==> src/rtl/cipher_char_feeder.sv <==
`timescale 1ns/1ps
`default_nettype none
// ============================================================================
// Module   : cipher_char_feeder
// Purpose  : Front end for the cipher-letter decoder. Folds ASCII lowercase
//            to uppercase and forwards only the 12 legal cipher letters
//            (E T A O I N S H R D L U). Spaces and FLUSH close the current
//            word by tagging its last letter with an end-of-word flag.
//            Everything else is dropped and counted. Results are buffered in
//            a show-ahead FIFO.
// Ports    : CLK, RST_N (async, active-low)
//            IN_VALID/IN_READY/IN_CHAR  : raw character input handshake
//            FLUSH                      : level request to close pending word
//            OUT_VALID/OUT_READY        : FIFO head handshake
//            CIPHER/OUT_EOW             : FIFO head letter and end-of-word
//            COUNT                      : FIFO occupancy
//            LET_CNT/REJ_CNT            : saturating letter/reject counters
// Revision : 1.0 - initial release
// ============================================================================
module cipher_char_feeder #(
  parameter int DEPTH = 8,
  parameter int CNT_W = 16
) (
  input  logic                     CLK,
  input  logic                     RST_N,
  input  logic                     IN_VALID,
  output logic                     IN_READY,
  input  logic [7:0]               IN_CHAR,
  input  logic                     FLUSH,
  output logic                     OUT_VALID,
  input  logic                     OUT_READY,
  output logic [7:0]               CIPHER,
  output logic                     OUT_EOW,
  output logic [$clog2(DEPTH):0]   COUNT,
  output logic [CNT_W-1:0]         LET_CNT,
  output logic [CNT_W-1:0]         REJ_CNT
);

  localparam int PTR_W = $clog2(DEPTH);
  localparam logic [PTR_W:0] C_FULL = (PTR_W+1)'(DEPTH);

  // Each FIFO entry is {eow, letter}
  logic [8:0]       mem_q [DEPTH];
  logic [PTR_W-1:0] wr_ptr_q, rd_ptr_q;
  logic [PTR_W:0]   count_q, count_d;
  logic             stg_v_q, stg_v_d;
  logic [7:0]       stg_ch_q, stg_ch_d;
  logic [CNT_W-1:0] let_q, let_d, rej_q, rej_d;

  logic       w_full, w_empty, w_xfer, w_pop, w_push, w_push_eow;
  logic       w_is_letter, w_is_space, w_let_inc, w_rej_inc;
  logic [7:0] w_folded;

  assign w_full   = (count_q == C_FULL);
  assign w_empty  = (count_q == '0);
  assign IN_READY = RST_N & ~w_full & ~FLUSH;
  assign w_xfer   = IN_VALID & IN_READY;
  assign w_pop    = ~w_empty & OUT_READY;

  assign w_folded   = (IN_CHAR >= 8'd97 && IN_CHAR <= 8'd122) ? IN_CHAR - 8'd32 : IN_CHAR;
  assign w_is_space = (IN_CHAR == 8'd32);

  always_comb begin
    w_is_letter = 1'b0;
    case (w_folded)
      8'd69, 8'd84, 8'd65, 8'd79, 8'd73, 8'd78,
      8'd83, 8'd72, 8'd82, 8'd68, 8'd76, 8'd85: w_is_letter = 1'b1;
      default:                                  w_is_letter = 1'b0;
    endcase
  end

  // The staged letter is held back until we learn whether it ends a word.
  // FLUSH and an input transfer are mutually exclusive because FLUSH forces
  // IN_READY low, so the two branches never compete for the FIFO write.
  always_comb begin
    w_push     = 1'b0;
    w_push_eow = 1'b0;
    w_let_inc  = 1'b0;
    w_rej_inc  = 1'b0;
    stg_v_d    = stg_v_q;
    stg_ch_d   = stg_ch_q;
    if (w_xfer) begin
      if (w_is_letter) begin
        w_let_inc = 1'b1;
        w_push    = stg_v_q;
        stg_v_d   = 1'b1;
        stg_ch_d  = w_folded;
      end else if (w_is_space) begin
        // A space with nothing staged collapses silently
        w_push     = stg_v_q;
        w_push_eow = 1'b1;
        stg_v_d    = 1'b0;
      end else begin
        w_rej_inc = 1'b1;
      end
    end else if (FLUSH && stg_v_q && !w_full) begin
      w_push     = 1'b1;
      w_push_eow = 1'b1;
      stg_v_d    = 1'b0;
    end
  end

  always_comb begin
    count_d = count_q;
    case ({w_push, w_pop})
      2'b10:   count_d = count_q + 1'b1;
      2'b01:   count_d = count_q - 1'b1;
      default: count_d = count_q;
    endcase
    let_d = (w_let_inc && (let_q != '1)) ? let_q + 1'b1 : let_q;
    rej_d = (w_rej_inc && (rej_q != '1)) ? rej_q + 1'b1 : rej_q;
  end

  always_ff @(posedge CLK or negedge RST_N) begin
    if (!RST_N) begin
      for (int i = 0; i < DEPTH; i++) mem_q[i] <= '0;
      wr_ptr_q <= '0;
      rd_ptr_q <= '0;
      count_q  <= '0;
      stg_v_q  <= 1'b0;
      stg_ch_q <= '0;
      let_q    <= '0;
      rej_q    <= '0;
    end else begin
      if (w_push) begin
        mem_q[wr_ptr_q] <= {w_push_eow, stg_ch_q};
        wr_ptr_q        <= wr_ptr_q + 1'b1;
      end
      if (w_pop) rd_ptr_q <= rd_ptr_q + 1'b1;
      count_q  <= count_d;
      stg_v_q  <= stg_v_d;
      stg_ch_q <= stg_ch_d;
      let_q    <= let_d;
      rej_q    <= rej_d;
    end
  end

  assign OUT_VALID         = ~w_empty;
  assign {OUT_EOW, CIPHER} = mem_q[rd_ptr_q];
  assign COUNT             = count_q;
  assign LET_CNT           = let_q;
  assign REJ_CNT           = rej_q;

endmodule
`default_nettype wire

==> config.mk <==
export PLATFORM = sky130hd
export DESIGN_NAME = cipher_char_feeder
export DESIGN_NICKNAME = d
export VERILOG_FILES = /design/src/rtl/cipher_char_feeder.sv
export SDC_FILE = /design/constraint.sdc
export NUM_CORES = 1
export LEC_CHECK = 0
export ABC_CLOCK_PERIOD_IN_PS = 2610
export CAP_MARGIN = 0
export CORE_UTILIZATION = 40
export CTS_CLUSTER_DIAMETER = 120
export DETAILED_ROUTE_END_ITERATION = 6
export PLACE_DENSITY = 0.58
export RECOVER_POWER = 50
export SETUP_SLACK_MARGIN = 0.1
export SLEW_MARGIN = 15
export SYNTH_ARGS = -nofsm -noshare
export SYNTH_HDL_FRONTEND = slang
export SYNTH_SLANG_ARGS = --single-unit
==> constraint.sdc <==
create_clock -name CLK -period 2.61 [get_ports CLK]
set_input_delay 0.522 -clock CLK [delete_from_list [all_inputs] [get_ports CLK]]
set_output_delay 0.522 -clock CLK [all_outputs]
set_load 0.02 [all_outputs]
==> results.py <==
metrics = {
    "critical_path": {
        "startpoint": "rd_ptr_q[0]",
        "cp_max_fo": 5,
        "cp-start-kind": "register",
        "slowest_stage": "mux4_2",
        "worstPathRequired_ns": 2.09,
        "r2r_end": "COUNT[3]",
        "cp_cell_sequence": "buf_6 > buf_16 > mux4_2 > mux2_2 > buf_6",
        "reg2reg_setup_slack_ns": 0.13,
        "cp_common_cell": "buf_6",
        "reg2reg_from": "COUNT[2]",
        "critPathCapture": "OUT_EOW",
        "arrival_ns": 2.01,
        "reg2reg_depth": 8,
        "cp_slowest_stage_delay_ns": 0.52,
        "crit_path_end_kind": "primary output",
        "critPathKind": "register to primary output",
    },
    "timing": {
        "rsz0062_at_grt": "true",
        "max-slew-margin-rel": 0.4554,
        "setup_viol": 0,
        "max_freq_mhz": 395.7,
        "skew_ns": 0.005738,
        "drv_slew": 0,
        "finalSetupTns_ns": 0,
        "fin_crit_ns": 2.527,
        "worstMarginPinSlew_ns": 0.8168,
        "hold_viol_final": 0,
        "fin_crit_sh": 0.9684,
    },
    "power": {
        "p_seq_frac": 0.357,
        "p_leak_uw": 0.003658,
        "power.internal_uw": 4944,
        "comb_power_share": 0.289,
        "power_density_mw_per_mm2": 872.9,
        "power_uw": 6949,
        "worst_ir_drop_vdd_mv": 0.4636,
        "switching_share": 0.2886,
        "clkPwrFrac": 0.354,
        "p_sw_uw": 2005,
    },
    "synth": {
        "synth_top_family_by_area": "multiplexers",
        "synth.top_cells.by_area": "dfrtp_1 53%, mux2_2 16%, mux4_2 6.9%, xnor2_1 4.5%, ha_1 1.9%",
        "synth_compound_area_frac": 0.03801,
        "synth.most_common_cell": "dfrtp_1",
        "synth_adder_area_share": 0.01922,
        "yosysTopAreaCell": "dfrtp_1",
        "synthMuxAreaShare": 0.2325,
        "yosysTopAreaCellShare": 0.5253,
        "synth_cells": 433,
        "yosys_most_used_dff": "dfrtp_1",
        "synth-simple-area-share": 0.1125,
        "synth.net_count": 455,
        "synth-async-reset-ratio": 1.000,
        "ys_seq_area_frac": 0.5253,
        "ys_types": 50,
        "synth_xor_area_frac": 0.05381,
        "synthesis.area_mm2": 0.005859,
        "synth_enable_flop_cells": 0,
        "syn_area_per_cell_um2": 13.53,
        "synth_warnings": 0,
        "synth_commonest_cells": "123 x dfrtp_1, 85 x mux2_2, 30 x xnor2_1, 23 x nand2_1, 18 x mux4_2",
        "yosys_register_bits": 123,
    },
    "cells_and_area": {
        "instances_no_fill": 741,
        "drive_above_1_share": 0.4189,
        "syn_to_final_growth_pct": 35.87,
        "nets": 570,
        "num-fill-cells": 1216,
        "antenna_cells": 0,
        "final_area_mm2": 0.007961,
        "fin_util": 0.5648,
    },
    "floorplanning": {
        "initial_core_util": 0.4157,
        "die_w_um": 123.0,
        "core_mm2": 0.01410,
        "ios": 60,
        "rows": 43,
        "dieHeight_um": 123.0,
        "die_area_mm2": 0.01514,
    },
    "route": {
        "drc": 0,
        "first_pass_iters": 4,
        "vias": 3935,
        "drt-vias-per-instance": 5.310,
        "wl_per_cell_um": 17.65,
        "drt_iter0_drc": 166,
        "wirelength_um": 13080,
        "ant_nets": 0,
    },
    "clock_network": {
        "clk_latency_ns": 0.42,
        "cts_sinks": 123,
        "clkTransAtPathRegs_ns": 0.05,
        "root_buffer": "clkbuf_16",
        "cts_buffers": 17,
        "h-tree-depth": 4,
        "ctsLongestPathBuffers": 2,
        "hold_buffers": 0,
        "cts_tree": "built",
    },
    "grt": {
        "antenna_found_initial": 0,
        "grt_max_degree": 64,
        "grt_pass1_wl_um": 22010,
        "track_usage": 0.1949,
        "grt_overflow": 0,
        "grt_pass1_vias": 4083,
    },
    "place": {
        "io_buffers": 59,
        "dp_hpwl_um": 8507,
        "dpl_cell_area_mm2": 0.007153,
        "routabilityCongestion": 0.7970,
        "dpl.cell_count": 703,
    },
    "run_status": {
        "status": "finished clean",
    },
    "job": {
        "cap_viol_max_count": 0,
    },
    "worst_hold_path": {
        "min_path_type": "primary input to asynchronous set/reset pin",
    },
}
## cells by family (layout without fill, tap and decap cells)
family          after synthesis  in the layout
xor+xnor                     36             36
flops                       123            123
compound gates               27             27
fa+ha+maj                     9              9
mux                         103            103
simple gates                111            111
buf+inv                      24            152
## critical path, delay by kind of cell (launching register included)
| kind | cells | cell delay, ns |
|---|---|---|
| flip-flops | 1 | 0.38 |
| buffers and inverters | 3 | 0.41 |
| multiplexers | 2 | 0.81 |
## registers in the layout, indices dropped and copies added (netlist names)
register  count
COUNT         4
LET_CNT      16
REJ_CNT      16
mem_q        72
rd_ptr_q      3
stg_ch_q      8
stg_v_q       1
wr_ptr_q      3
## final cells by class
type                       count  area [um2]  area share
clock buffer                  23       498.0     0.06255
sequential                   123        3080      0.3869
timing repair buffer         114        1187      0.1491
tap                          180       225.2     0.02829
inverter                       6       35.03    0.004400
clock inverter                 9       133.9     0.01682
multi-input combinational    286        2801      0.3519
## worst min path at each step
stage,startpoint,endpoint,slack [ns]
6_report,RST_N,REJ_CNT[1],0.27
5_1_grt,RST_N,REJ_CNT[0],0.32
4_1_cts,RST_N,REJ_CNT[12],0.07
3_5_place_dp,mem_q[8],mem_q[8],0.48
3_3_place_gp,mem_q[17],mem_q[17],0.47
2_1_floorplan,RST_N,COUNT[0],0.23
## what timing repair did
| action | CTS | global route |
|---|---|---|
| pin swaps | 9 | 12 |
| buffers inserted | 3 | 0 |
| gates resized for setup | 60 | 37 |
| cloned | 2 | 1 |
| endpoints found under the setup margin | 100 | 12 |
## power groups by stage
stage / logic (uW) / registers (uW) / clock network, uW
after global routing: 2170 / 2530 / 2610
after detailed placement: 1780 / 2500 / 0
after floorplan: 1050 / 2490 / 0
after global placement: 1750 / 2490 / 0
final: 2010 / 2480 / 2460
after CTS: 1910 / 2480 / 2510
## placed cells by master, fill, tap and decap left out, types with 4 or more instances in the layout
| cell | Yosys | routed |
|---|---|---|
| ha_1 | 9 | 5 |
| nand2_1 | 23 | 22 |
| clkbuf_8 | 0 | 5 |
| dfrtp_1 | 123 | 121 |
| buf_12 | 0 | 11 |
| clkbuf_16 | 0 | 18 |
| mux2_2 | 85 | 77 |
| buf_4 | 0 | 38 |
| mux2_4 | 0 | 8 |
| dlygate4sd3_1 | 0 | 22 |
| and3_1 | 10 | 10 |
| mux4_2 | 18 | 18 |
| xnor2_1 | 30 | 30 |
| nand3_1 | 14 | 13 |
| nand4_1 | 17 | 17 |
| nor2_1 | 11 | 11 |
| xor2_1 | 6 | 5 |
| clkinvlp_4 | 0 | 4 |
| clkdlybuf4s50_1 | 0 | 18 |
| buf_6 | 2 | 11 |
| dlygate4sd2_1 | 0 | 6 |
## routing by layer
layer  GRT usage  wire length [um]  up-vias  part of all wire
met5           0                 0        -                 0
met4     0.07003               225        0             0.017
met3     0.04935               493       21             0.038
met2      0.3044              6209       80              0.47
met1      0.2627              6151     1996              0.47
li1            -                 -     1838                 -
## metrics by stage
stage	hold WS [ns]	worst slack (ns)
floorplan	0.2264	-0.2170
global placement	0.4677	-0.7650
detailed placement	0.4816	-0.7834
CTS	0.06872	0.01703
global route	0.3170	0.03751
finish	0.2747	0.08257
No activity file was read; power rests on OpenSTA's default activity.
